$ cat src/rtl/bip_pkg.sv
// Shared definitions for the BIP debug unit: FSM states, default command
// bytes and the field byte-count helper.
package bip_pkg;

    typedef enum logic [2:0] {
        ST_IDLE,
        ST_RUN,
        ST_STEP,
        ST_SEND,
        ST_WAIT_TX
    } state_t;

    localparam logic [7:0] CMD_RUN_DEF  = 8'h52;
    localparam logic [7:0] CMD_STEP_DEF = 8'h53;
    localparam logic [7:0] CMD_DUMP_DEF = 8'h44;

    function automatic int unsigned nbytes(input int unsigned w);
        return (w + 7) / 8;
    endfunction

endpackage

$ cat src/rtl/bip_snapshot_serializer.sv
// Latches {CNT, ACC, PC} (each zero-padded to whole bytes) and shifts it out
// one byte per advance, LSB first, flagging the final byte.
module bip_snapshot_serializer
    import bip_pkg::*;
#(
    parameter int unsigned PC_WIDTH   = 11,
    parameter int unsigned DATA_WIDTH = 16,
    parameter int unsigned CNT_WIDTH  = 32
) (
    input  logic                  clk,
    input  logic                  reset,
    input  logic                  load,
    input  logic                  advance,
    input  logic [PC_WIDTH-1:0]   pc,
    input  logic [DATA_WIDTH-1:0] acc,
    input  logic [CNT_WIDTH-1:0]  cnt,
    output logic [7:0]            byte_out,
    output logic                  last
);

    localparam int unsigned PC_BITS  = nbytes(PC_WIDTH) * 8;
    localparam int unsigned ACC_BITS = nbytes(DATA_WIDTH) * 8;
    localparam int unsigned CNT_BITS = nbytes(CNT_WIDTH) * 8;
    localparam int unsigned NBYTES   = nbytes(PC_WIDTH) + nbytes(DATA_WIDTH) + nbytes(CNT_WIDTH);
    localparam int unsigned SR_BITS  = NBYTES * 8;
    localparam int unsigned REM_W    = $clog2(NBYTES + 1);

    logic [SR_BITS-1:0] sr_q, sr_d;
    logic [REM_W-1:0]   rem_q, rem_d;

    always_comb begin
        sr_d  = sr_q;
        rem_d = rem_q;
        if (load) begin
            sr_d  = {CNT_BITS'(cnt), ACC_BITS'(acc), PC_BITS'(pc)};
            rem_d = REM_W'(NBYTES);
        end else if (advance) begin
            sr_d = sr_q >> 8;
            if (rem_q != '0) begin
                rem_d = rem_q - 1'b1;
            end
        end
    end

    always_ff @(posedge clk) begin
        if (reset) begin
            sr_q  <= '0;
            rem_q <= '0;
        end else begin
            sr_q  <= sr_d;
            rem_q <= rem_d;
        end
    end

    assign byte_out = sr_q[7:0];
    assign last     = (rem_q == REM_W'(1));

endmodule

$ cat src/rtl/bip_debug_unit.sv
// UART-side debug controller for BIP: run/step/dump command decoding, enabled
// cycle counter and snapshot packet transmission.
module bip_debug_unit
    import bip_pkg::*;
#(
    parameter int unsigned DATA_WIDTH = 16,
    parameter int unsigned PC_WIDTH   = 11,
    parameter int unsigned CNT_WIDTH  = 32,
    parameter logic [7:0]  CMD_RUN    = CMD_RUN_DEF,
    parameter logic [7:0]  CMD_STEP   = CMD_STEP_DEF,
    parameter logic [7:0]  CMD_DUMP   = CMD_DUMP_DEF
) (
    input  logic                  clk,
    input  logic                  reset,
    input  logic [7:0]            rx_data,
    input  logic                  rx_valid,
    output logic [7:0]            tx_data,
    output logic                  tx_start,
    input  logic                  tx_done,
    output logic                  cpu_enable,
    input  logic                  finish_program,
    input  logic [PC_WIDTH-1:0]   pc,
    input  logic [DATA_WIDTH-1:0] acc,
    output logic                  halted
);

    state_t               state_q, state_d;
    logic [CNT_WIDTH-1:0] cnt_q, cnt_d;
    logic                 halted_q, halted_d;
    logic                 gap_q, gap_d;
    logic                 load, advance, ser_last;
    logic [7:0]           ser_byte;

    always_comb begin
        state_d    = state_q;
        halted_d   = halted_q;
        gap_d      = 1'b0;
        load       = 1'b0;
        advance    = 1'b0;
        cpu_enable = (state_q == ST_RUN) || (state_q == ST_STEP);
        tx_start   = (state_q == ST_SEND);
        cnt_d      = (cpu_enable && (cnt_q != '1)) ? cnt_q + 1'b1 : cnt_q;

        case (state_q)
            ST_IDLE: begin
                if (rx_valid) begin
                    if (rx_data == CMD_RUN && !halted_q) begin
                        state_d = ST_RUN;
                    end else if (rx_data == CMD_STEP && !halted_q) begin
                        state_d = ST_STEP;
                    end else if (rx_data == CMD_DUMP) begin
                        load    = 1'b1;
                        state_d = ST_SEND;
                    end
                end
            end
            ST_RUN: begin
                if (finish_program) begin
                    halted_d = 1'b1;
                    load     = 1'b1;
                    state_d  = ST_SEND;
                end
            end
            ST_STEP: begin
                if (finish_program) begin
                    halted_d = 1'b1;
                end
                load    = 1'b1;
                state_d = ST_SEND;
            end
            ST_SEND: state_d = ST_WAIT_TX;
            ST_WAIT_TX: begin
                // Shift on tx_done, then hold one extra cycle before SEND.
                if (gap_q) begin
                    state_d = ST_SEND;
                end else if (tx_done) begin
                    advance = 1'b1;
                    if (ser_last) begin
                        state_d = ST_IDLE;
                    end else begin
                        gap_d = 1'b1;
                    end
                end
            end
            default: state_d = ST_IDLE;
        endcase
    end

    always_ff @(posedge clk) begin
        if (reset) begin
            state_q  <= ST_IDLE;
            cnt_q    <= '0;
            halted_q <= 1'b0;
            gap_q    <= 1'b0;
        end else begin
            state_q  <= state_d;
            cnt_q    <= cnt_d;
            halted_q <= halted_d;
            gap_q    <= gap_d;
        end
    end

    bip_snapshot_serializer #(
        .PC_WIDTH  (PC_WIDTH),
        .DATA_WIDTH(DATA_WIDTH),
        .CNT_WIDTH (CNT_WIDTH)
    ) u_ser (
        .clk     (clk),
        .reset   (reset),
        .load    (load),
        .advance (advance),
        .pc      (pc),
        .acc     (acc),
        .cnt     (cnt_d),
        .byte_out(ser_byte),
        .last    (ser_last)
    );

    assign tx_data = ser_byte;
    assign halted  = halted_q;

endmodule
$ cat config.mk
export PLATFORM = sky130hd
export DESIGN_NAME = bip_debug_unit
export DESIGN_NICKNAME = d
export VERILOG_FILES = /design/src/rtl/bip_pkg.sv /design/src/rtl/bip_snapshot_serializer.sv /design/src/rtl/bip_debug_unit.sv
export SDC_FILE = /design/constraint.sdc
export NUM_CORES = 1
export LEC_CHECK = 0
export BUFFER_PORTS_ARGS = -buffer_cell sky130_fd_sc_hd__buf_4
export CORE_UTILIZATION = 57
export CTS_CLUSTER_SIZE = 10
export DETAILED_ROUTE_END_ITERATION = 8
export PLACE_DENSITY = 0.74
export SLEW_MARGIN = 15
export SYNTH_ARGS = -nofsm -noshare
export SYNTH_HDL_FRONTEND = slang
export SYNTH_SLANG_ARGS = --single-unit
$ cat constraint.sdc
create_clock -name clk -period 3.1 [get_ports clk]
set_clock_uncertainty 0.15 [all_clocks]
set_input_delay 0 -clock clk [delete_from_list [all_inputs] [get_ports clk]]
set_output_delay 0 -clock clk [all_outputs]
set_load 0.01 [all_outputs]
Word-level counts from Yosys, hierarchy flattened
Cells that the tools add are included.
Word-level totals
  bits in registers: 105
  input port bits: 40
  logic and storage cells: 67
Cells by class
  $add $sub $neg: 2
  equal/unequal tests: 14
  mux-type cells: 25
  bitwise logic cells: 2
  reductions and logical operators: 16
Operators by type and width (count)
  2-to-1 mux 64 bit: 2
  adder 32 x 1 -> 32 bit (second input constant): 1
  2-to-1 mux 32 bit: 1
  != test 32 bit (second input constant): 1
  equality test 8 x 7 -> 1 bit (second input constant): 3
  2-to-1 mux 3 bit: 8
  one-hot mux 3 bit (5 select lines): 1
  2-to-1 mux 4 bit: 3
  2-to-1 mux 1 bit: 9
  equality test 3 x 2 -> 1 bit (second input constant): 2
  != test 3 bit (second input constant): 2
  AND reduction 2 bit: 3
  AND reduction 5 bit: 1
  equality test 4 x 1 -> 1 bit (second input constant): 1
  != test 2 bit (second input constant): 2
  != test 4 bit (second input constant): 1
  nonzero test 2 bit: 2
  nonzero test 4 bit: 1
  OR reduction 2 bit: 2
  OR reduction 4 bit: 1
  subtractor 4 x 1 -> 4 bit (second input constant): 1
  equality test 3 x 1 -> 1 bit (second input constant): 1
  equality test 3 bit (second input constant): 1
  logical AND 1 bit: 3
  5 further kinds: 6

Logic depth before layout (Yosys ltp)
Gate-level depths: netlist (run 1).
  depth after elaboration: 8
  gate-level depth with buffers: 8
  gate-level depth less buffers: 7

By module
From an unflattened synthesis (run 1), not the netlist that was laid out.
Unflattened totals
  cell total of the unflattened synthesis: 633
  area total of the unflattened synthesis: 5338.9 um2
Modules (own cells, without submodules)
  bip_snapshot_serializer: instances 1, cells each 365, area an instance 3158.0 um2
  bip_debug_unit: instances 1, cells each 268, area an instance 2180.8 um2

Least setup slack after synthesis (run 1)
Ideal clock, no wire load.
  kind: register to register
  from: register cnt_q[0]
  to: register u_ser.sr_q[63]
  library setup time: 0.117 ns
  arrival time: 1.870 ns
  required time: 2.833 ns
  slack: 0.963 ns
  stages on the path, launching flop included: 8
  path buffers: 0
  clock period less this slack: 2.137 ns
  cell sequence: dfxtp_1 -> ha_1 -> nand4_1 -> or4_4 -> o211ai_4 -> nor2_1 -> xor2_1 -> a22o_1
Between the ends
  word-level cells in the longest chain between the ends: 4
  elaborated cells between the ends (all ways): 5
  those cells by class: add/sub (1); eq/ne (1); mux (2); reduce/logical (1)
RTL lines
  start, declared: line bip_debug_unit.sv:28  | logic [CNT_WIDTH-1:0] cnt_q, cnt_d;
  start signal, assigned: line bip_debug_unit.sv:97  | cnt_q <= cnt_d;
  branches (longest 2 deep; another with adder 32 x 1 -> 32 bit)
  2-to-1 mux 32 bit *: line bip_debug_unit.sv:42  | cnt_d = (cpu_enable && (cnt_q != '1)) ? cnt_q + 1'b1 : cnt_q;
  2-to-1 mux 64 bit *: line bip_snapshot_serializer.sv:34  | if (load) begin
  end signal, assigned: line bip_snapshot_serializer.sv:50  | sr_q <= sr_d;
  end, declared: line bip_snapshot_serializer.sv:28  | logic [SR_BITS-1:0] sr_q, sr_d;
Mark *: on every way between the ends.
A chain may end at the register's enable or synchronous reset.

Worst setup path in the final report (run 1)
  from: register state_q[2]
  to: register u_ser.sr_q[10]
Between the ends
  word-level cells in the longest chain between the ends: 3
  elaborated cells between the ends (all ways): 8
  those cells by class: eq/ne (3); mux (3); reduce/logical (2)
RTL lines
  start, declared: line bip_debug_unit.sv:27  | state_t state_q, state_d;
  start signal, assigned: line bip_debug_unit.sv:96  | state_q <= state_d;
  equality test 3 x 2 -> 1 bit, or another cell as far along: line bip_debug_unit.sv:44  | case (state_q)
  one-hot mux 1 bit (3 select lines) or 2-to-1 mux 1 bit (tied branches): line bip_debug_unit.sv:44
  2-to-1 mux 64 bit or nonzero test 2 bit (tied branches)
Parallel ways exist; a longest one is shown, timed or not.

==> results of run 1 <==
==> cells in the final DEF, fill, tap and decap left out, types with 3 or more instances in the layout <==
cell type,instances
dfxtp_1,104
nand2_1,100
buf_4,66
a21oi_1,63
nor2_1,55
dlygate4sd3_1,53
a22oi_1,27
a31o_2,23
xnor2_1,19
nand3_1,16
nor3_1,13
nand4_1,13
xor2_1,11
clkbuf_8,9
inv_1,8
nor2b_1,8
a22o_1,7
and3_1,6
mux2i_1,4
o21ai_0,4
o211ai_1,4
a211oi_1,3
ha_1,3
==> sequential cells by signal, summed over array words and instances, names as in the netlist <==
signal       flops
gap_q            1
u_ser.sr_q      64
cnt_q           32
halted           1
state_q          3
u_ser.rem_q      4
==> critical path, cell delays in order (launching register included) <==
cell and delay [ns]:
dfxtp_2 0.50, nor4b_2 0.42, and2_4 0.40, buf_4 0.40
a22oi_1 0.15, a21oi_1 0.16, dlygate4sd3_1 0.57
==> through the flow <==
step	cells	hold WS, ns
5_1_grt	756	0.106
3_3_place_gp	685	0.110
4_1_cts	753	0.0372
3_5_place_dp	685	0.120
6_report	756	0.0338
2_1_floorplan	563	-0.00930
==> power by group through the flow <==
stage	Combinational [uW]	Sequential (uW)	Clock, uW
finish	1430	1780	823
detailed placement	1210	1800	0
global placement	1180	1790	0
global route	1570	1800	891
CTS	1360	1770	836
floorplan	927	1750	0
==> final timing paths <==
kind,start,endpoint,slack [ns],cells past startpoint
worst max register to register,state_q[2],u_ser.sr_q[10],0.29,6
worst min register to register,u_ser.sr_q[22],u_ser.sr_q[22],0.31,2
worst max-delay path,state_q[2],u_ser.sr_q[10],0.29,6
worst min-delay path,rx_data[7],state_q[0],0.03,7
==> area by class of cell <==
cell class	count	area, um2	share of cell area [%]
clock inverters	5	56.3	0.965
inverters	8	30.0	0.515
repair buffers	119	1030	17.6
well taps	102	128	2.19
multi-input cells	407	2360	40.5
flip-flops and latches	105	2100	36.0
clock buffers	10	128	2.19
==> repair_timing <==
item / in CTS / in global routing
endpoints found under the setup margin: 0 / 16
gates resized for setup: 0 / 2
endpoints found under the hold margin: 40 / 0
hold buffers: 53 / 0
buffers inserted: 0 / 3
==> per-layer routing <==
layer / vias up / GRT usage, %
met5: - / 0
met4: 0 / 10.8
met3: 28 / 5.42
met2: 132 / 51.7
met1: 2077 / 34.9
li1: 2138 / -
==> kinds of logic after synthesis <==
kind of cell / after synthesis / synth area share, %
simple gates: 231 / 23.0
compound gates: 139 / 19.9
flops: 105 / 44.8
buf+inv: 51 / 4.94
xor+xnor: 30 / 5.60
mux: 4 / 0.854
fa+ha+maj: 3 / 0.801
==> metrics.cfg, run 1 <==
[run_status]
status = completed

[pwr]
switching_share_pct = 33.9
power_frac_seq_pct = 44.2
power.density_nw_per_um2 = 690
power_uw = 4030
clock_power_share_pct = 20.4
p_leak_uw = 0.00214
ir_worst_vdd_uv = 369
p_sw_uw = 1360
p_int_uw = 2660
p_comb_share_pct = 35.4

[die]
io-pin-count = 51
rows = 32
die_w_um = 92.7
die_height_um = 92.7
die-area_um2 = 8590
start_util_pct = 59.7
coreArea_um2 = 7850

[global_route]
grt_pass1_vias = 4234
grtUsageTotal_pct = 29.1
grt_start_max_net_pins = 64
grt-ovfl-total = 0
grt_pass1_wl_um = 19700
antenna_found_initial = 0

[critical_path]
required_ns = 3.26
worstSetupPathType = reg -> reg
end_kind = flip-flop
arrival_ns = 2.97
critPathLaunchType = flip-flop
crit_path_max_fanout = 32

[logic_synthesis]
syn-instance-count = 563
synthMostInstantiatedCell = dfxtp_1
synth_edf_count = 0
ys_async_sr_fraction_pct = 0
syn_nets = 606
synth.distinct_cells = 45
synth_top_cell_by_area = dfxtp_1
netlist_area_um2 = 4690
yosysWarnings = 0
yosys-top-cells-area = dfxtp_1 (45%), nand2_1 (8.0%), a21oi_1 (6.7%)
synth_seq_cells = 105
yosysTopAreaCellShare_pct = 44.8
ys.flop_type = dfxtp_1
avgSynthCellArea_um2 = 8.33
synth-seq-area-share_pct = 44.8
synth_common_cells = dfxtp_1 (105), nand2_1 (100), a21oi_1 (63)

[placement]
gp_congestion = 0.898
dp_hpwl_um = 7450
placed_cell_area_um2 = 5100
io_buffers = 50
pre_cts_slack_ns = 0.591

[routing]
wl_met2_um = 6090
route.met3.wl_um = 566
drc = 0
met1Wirelength_um = 5140
topRoutingLayerUsed = met4
totalWireLength_um = 12100
dr.pass1.iters = 5
viasPerCell = 5.79
post_drt_wl_per_cell_um = 15.9
final_antenna_net_count = 0
first_iter_violations = 228
vias = 4375

[cells_and_area]
stdcell_area_um2 = 5840
fill_cells = 587
area_growth_pct = 24.5
drive_gt1_share_pct = 17.4
nets = 693
final_core_util_pct = 74.4
antennaDiodeCount = 0

[clock_tree]
insertion_delay_ns = 0.37
cts_tree = done
cts_buffers = 9
cts_buffer_depth = 2
htree_levels = 3
cts.sinks = 105
clockRootBuffer = clkbuf_8
cts.reportedPaths.clkPinSlew_ns = 0.10

[timing]
setup-tns-final_ns = 0
setup_violations = 0
post-route-period-util_pct = 90.6
rsz0062_at_grt = no
final_hold_viol_count = 0
finalCriticalPeriod_ns = 2.81
final-max-slew-violation-count = 0
tightest_slew_ns = 0.637
fin_ws_ns = 0.292
relSlewSlack_pct = 57.6
fmax_ghz = 0.356

[run]
cap_viol_max_count = 0

[worst_hold_path]
worst_hold_path_type = in -> reg

Power figures use the tool's default switching activity.
==> inputs of run 2 (changes only) <==
- CORE_UTILIZATION: 57 -> 39
- PLACE_DENSITY: 0.74 -> not set
- PLACE_DENSITY_LB_ADDON: not set -> 0.25
- REMOVE_ABC_BUFFERS: not set -> 1
==> metrics.cfg, run 2 (same netlist as run 1, synthesis figures left out) <==
[global_route]
grt_pass1_vias = 3962  ; -6.4%
grt_start_max_net_pins = 57  ; -11%
grt-ovfl-total = 0  ; unchanged
grt_pass1_wl_um = 19000  ; -3.8%
antenna_found_initial = 0  ; unchanged
grtUsageTotal_pct = 18.9  ; -10 points

[die]
die-area_um2 = 12500  ; +45%
die_w_um = 112  ; +20%
start_util_pct = 40.5  ; -19 points
die_height_um = 112  ; +20%
io-pin-count = 51  ; unchanged
coreArea_um2 = 11600  ; +47%
rows = 39  ; +22%

[pwr]
power_uw = 4190  ; +4.0%
p_leak_uw = 0.00204  ; -4.8%
ir_worst_vdd_uv = 377  ; +2.3%
power.density_nw_per_um2 = 725  ; +5.0%

[timing]
relSlewSlack_pct = 25.1  ; -32 points
post-route-period-util_pct = 85.8  ; -4.8 points
rsz0062_at_grt = no
final-max-slew-violation-count = 0  ; unchanged
tightest_slew_ns = 1.12  ; +0.486 ns
setup-tns-final_ns = 0  ; unchanged
setup_violations = 0  ; unchanged
fmax_ghz = 0.376  ; +5.6%
final_hold_viol_count = 0  ; unchanged
finalCriticalPeriod_ns = 2.66  ; -0.149 ns

[cells_and_area]
antennaDiodeCount = 0  ; unchanged
nets = 668  ; -3.6%
area_growth_pct = 23.3
largestRegisters = u_ser.sr_q x64, cnt_q x32, u_ser.rem_q x4
largest_reg_flops = 64  ; unchanged
final_common_cell = dfxtp_1
final_cell_mix = dfxtp_1 (105), nand2_1 (100), a21oi_1 (63), buf_4 (59), nor2_1 (54)
max_flop_register = u_ser.sr_q
drive_gt1_share_pct = 17.0  ; -0.42 points
final_core_util_pct = 50.0  ; -24 points

[routing]
post_drt_wl_per_cell_um = 14.8  ; -7.5%
dr.pass1.iters = 9  ; +4
route.met3.wl_um = 532  ; -6.0%
first_iter_violations = 371  ; +63%
vias = 4199  ; -4.0%
viasPerCell = 5.44  ; -6.0%
wl_met2_um = 5470  ; -10%
topRoutingLayerUsed = met4
final_antenna_net_count = 0  ; unchanged
totalWireLength_um = 11400  ; -5.6%
met1Wirelength_um = 5270  ; +2.5%
drc = 8  ; +8

[critical_path]
critPathLaunchType = input port
r2r-start = halted
r2r_setup_slack_ns = 0.48  ; +0.19 ns
r2r-end = state_q[1]
end_kind = flip-flop
crit_path_max_fanout = 3  ; -91%
reg2reg_depth = 6  ; unchanged
required_ns = 3.24  ; -0.02 ns
startpoint = rx_data[0]
arrival_ns = 2.80  ; -0.17 ns
worstSetupPathType = in -> reg

[worst_hold_path]
worst_hold_path_type = in -> reg
worstHoldEndpoint = state_q[0]
min-delay-start = rx_data[3]
holdPathStages = 7  ; unchanged

[clock_tree]
clockRootBuffer = clkbuf_16
cts_buffers = 9  ; unchanged
cts_tree = done
cts.sinks = 105  ; unchanged
cts_buffer_depth = 2  ; unchanged
cts_hold_buf = 35  ; -34%
htree_levels = 3  ; unchanged
post-cts-setup-buffer-count = 0  ; unchanged
cts.reportedPaths.clkPinSlew_ns = 0.06  ; -0.04 ns
insertion_delay_ns = 0.35  ; -0.02 ns
cts_resized = 0  ; unchanged

[placement]
gp_congestion = 0.817  ; -9.0%
dp_hpwl_um = 7480  ; +0.45%
io_buffers = 50  ; unchanged

[run_status]
status = complete, but fails checks
violations = design-rule violations

[run]
cap_viol_max_count = 0  ; unchanged

[run 2: layout make-up]
| class | count | area [um2] |
|---|---|---|
| clock buffers | 10 | 229 |
| clock inverters | 5 | 81.3 |
| fillers | 1107 | 5780 |
| inverters | 8 | 30.0 |
| multi-input cells | 407 | 2370 |
| flip-flops and latches | 105 | 2100 |
| well taps | 143 | 179 |
| repair buffers | 94 | 793 |
[run 2: critical path: stages]
cell           delay [ns]
dlygate4sd3_1        0.54
buf_4                0.14
nor4b_1              0.40
o211ai_1             0.15
dlygate4sd3_1        0.57
a221o_1              0.33
a21oi_1              0.12
dlygate4sd3_1        0.55
[run 2: routing by layer]
metal | GRT usage, % | vias up
met5 | 0 | -
met1 | 24.1 | 1988
li1 | - | 2092
met2 | 31.6 | 107
met4 | 5.23 | 0
met3 | 4.90 | 12
[run 2: worst max-delay path by stage]
| stage | slack, ns | endpoint | depth (start not counted) |
|---|---|---|---|
| after detailed placement | 0.59 | u_ser.sr_q[18] | 6 |
| after CTS | 0.46 | state_q[1] | 8 |
| final | 0.44 | state_q[1] | 8 |
| after floorplan | -0.41 | u_ser.sr_q[0] | 6 |
| after global routing | 0.30 | state_q[1] | 8 |
| after global placement | 0.64 | u_ser.sr_q[63] | 7 |
[run 2: where the power goes]
group	leakage, uW	switching, uW	total, uW	internal [uW]
registers	0.000849	154	1770	1610
logic	0.00104	691	1230	537
clock network	0.000149	490	1190	703
[run 2: stage by stage]
step	hold slack (ns)	area, um2	setup slack, ns	cells
finish	0.0432	5780	0.441	772
global route	0.120	5780	0.296	772
CTS	0.0256	5780	0.458	772
detailed placement	0.123	5120	0.586	722
global placement	0.118	5120	0.636	722
floorplan	-0.0809	4490	-0.411	520
==> inputs of run 3 (changes only) <==
- CELL_PAD_IN_SITES_DETAIL_PLACEMENT: not set -> 1
- CELL_PAD_IN_SITES_GLOBAL_PLACEMENT: not set -> 1
- CORE_MARGIN: not set -> 8
- SLEW_MARGIN: 15 -> 10
==> metrics.cfg, run 3 (same netlist as run 1, synthesis figures left out) <==
[run_status]
status = complete, but fails checks
violations = negative hold slack

[placement]
io_buffers = 50  ; unchanged
pre_cts_slack_ns = 0.572  ; -0.0141 ns
dp.cells = 725  ; +0.42%
gp_congestion = 0.808  ; -1.2%
dp_hpwl_um = 8870  ; +19%
placed_cell_area_um2 = 5130  ; +0.20%

[worst_hold_path]
worst_hold_path_type = in -> reg

[timing]
finalCriticalPeriod_ns = 2.60  ; -0.0560 ns
hold_ws_ns = -0.0191  ; -0.0623 ns
post-route-period-util_pct = 84.0  ; -1.8 points
setup_violations = 0  ; unchanged
fmax_ghz = 0.384  ; +2.2%
tightest_slew_ns = 1.13  ; +0.00548 ns
relSlewSlack_pct = 24.7  ; -0.37 points
final_hold_viol_count = 1  ; +1
fin_ws_ns = 0.497  ; +0.0560 ns
rsz0062_at_grt = no
final-max-slew-violation-count = 0  ; unchanged

[cells_and_area]
largestRegisters = u_ser.sr_q x64, cnt_q x32, u_ser.rem_q x4
instances_no_fill = 773  ; +0.13%
largest_reg_flops = 64  ; unchanged
nets = 664  ; -0.60%
final_common_cell = dfxtp_1
drive_gt1_share_pct = 16.9  ; -0.078 points
antennaDiodeCount = 0  ; unchanged
final_cell_mix = dfxtp_1 (105), nand2_1 (100), a21oi_1 (63), buf_4 (57), nor2_1 (54)
max_flop_register = u_ser.sr_q
area_growth_pct = 22.6
fill_cells = 1402  ; +27%
stdcell_area_um2 = 5750  ; -0.54%

[die]
start_util_pct = 39.5  ; -1.0 points
rows = 40  ; +2.6%
die_height_um = 126  ; +13%
die-area_um2 = 15800  ; +27%
die_w_um = 126  ; +13%
coreArea_um2 = 11900  ; +2.6%
io-pin-count = 51  ; unchanged

[critical_path]
arrival_ns = 2.73  ; -0.07 ns
cp_slowest_cell = nor2_2
critPathBufInv = 0  ; -4
crit_path_max_incr_delay_ns = 0.90  ; +0.33 ns
crit_chain = nor4b_2 -> and2_2 -> nor2_2 -> nand2_1 -> a21oi_1
worstSetupPathType = reg -> reg
crit_path_max_fanout = 27  ; +24
critPathLaunchType = flip-flop
path_delay_family = simple AND/OR/NAND/NOR gates
end_kind = flip-flop
required_ns = 3.22  ; -0.02 ns

[clock_tree]
cts.sinks = 105  ; unchanged
htree_levels = 3  ; unchanged
cts_resized = 0  ; unchanged
cts_buffers = 9  ; unchanged
post-cts-setup-buffer-count = 0  ; unchanged
cts_tree = done
cts_buffer_depth = 2  ; unchanged
clockRootBuffer = clkbuf_16
cts.reportedPaths.clkPinSlew_ns = 0.07  ; about the same
insertion_delay_ns = 0.35  ; about the same

[global_route]
grt-ovfl-total = 0  ; unchanged
grt_start_max_net_pins = 58  ; +1.8%
grtUsageTotal_pct = 16.9  ; -2.0 points
grt_pass1_wl_um = 22200  ; +17%
grt_pass1_vias = 4461  ; +13%
antenna_found_initial = 0  ; unchanged
gr-max-usage-layer = met2
use_met3_pct = 3.71  ; -1.2 points
grt_util_met1_pct = 20.0  ; -4.1 points
met2_usage_pct = 29.2  ; -2.4 points

[routing]
totalWireLength_um = 13300  ; +17%
drc = 0  ; -8
dr.pass1.iters = 4  ; -5
post_drt_wl_per_cell_um = 17.2  ; +16%
vias = 4250  ; +1.2%
first_iter_violations = 217  ; -42%
final_antenna_net_count = 0  ; unchanged
viasPerCell = 5.50  ; +1.1%

[pwr]
power.density_nw_per_um2 = 726  ; +0.23%
p_leak_uw = 0.00201  ; -1.3%
ir_worst_vdd_uv = 341  ; -9.6%

[run]
cap_viol_max_count = 0  ; unchanged

-- run 3: final cells by class --
type / instances / area, um2 / share of cell area [%]
clock buffers: 12 / 246 / 4.29
clock inverters: 4 / 52.6 / 0.914
inverters: 8 / 30.0 / 0.522
multi-input cells: 407 / 2370 / 41.2
flip-flops and latches: 105 / 2100 / 36.6
well taps: 147 / 184 / 3.20
repair buffers: 90 / 768 / 13.4
-- run 3: report_power, final --
| group | switching [uW] | leakage, uW | internal, uW |
|---|---|---|---|
| Clock | 496 | 0.000135 | 649 |
| Combinational | 722 | 0.00102 | 536 |
| Sequential | 158 | 0.000849 | 1610 |
| Total | 1380 | 0.00201 | 2800 |
-- run 3: worst paths after layout --
check / start / to / slack, ns / depth (start not counted)
setup / recovery: state_q[2] / u_ser.sr_q[17] / 0.50 / 5
setup reg to reg: state_q[2] / u_ser.sr_q[17] / 0.50 / 5
hold reg to reg: u_ser.sr_q[20] / u_ser.sr_q[12] / 0.31 / 2
hold / removal: rx_valid / state_q[0] / -0.02 / 4
-- run 3: metrics by stage --
| step | util, % | TNS, ns | hold WS (ns) | total power (uW) |
|---|---|---|---|---|
| finish | 48.5 | 0 | -0.0191 | 4180 |
| global placement | 43.2 | 0 | 0.117 | 2970 |
| CTS | 48.5 | 0 | 0.000443 | 4210 |
| global route | 48.5 | 0 | 0.0240 | 4430 |
| detailed placement | 43.2 | 0 | 0.132 | 3020 |
| floorplan | - | -11.11 | -0.0809 | 2560 |
-- run 3: layer usage --
| metal | vias to the layer above | part of all wire [%] | routed length [um] |
|---|---|---|---|
| li1 | 2074 | - | - |
| met1 | 2087 | 44 | 5870 |
| met2 | 70 | 49 | 6560 |
| met3 | 19 | 4.3 | 577 |
| met4 | 0 | 2.0 | 267 |
| met5 | - | 0 | 0 |
-- run 3: repair_timing --
item,in CTS,in global routing
endpoints found under the setup margin,0,0
hold buffers,32,0
hold endpoints to repair,31,0
-- run 3: worst register-to-register path: cells and delay by family, from the launching register on --
kind	cells	cell delay [ns]
flip-flops	1	0.47
AND/OR/NAND/NOR	4	1.70
AO/OA/AOI/OAI	1	0.20
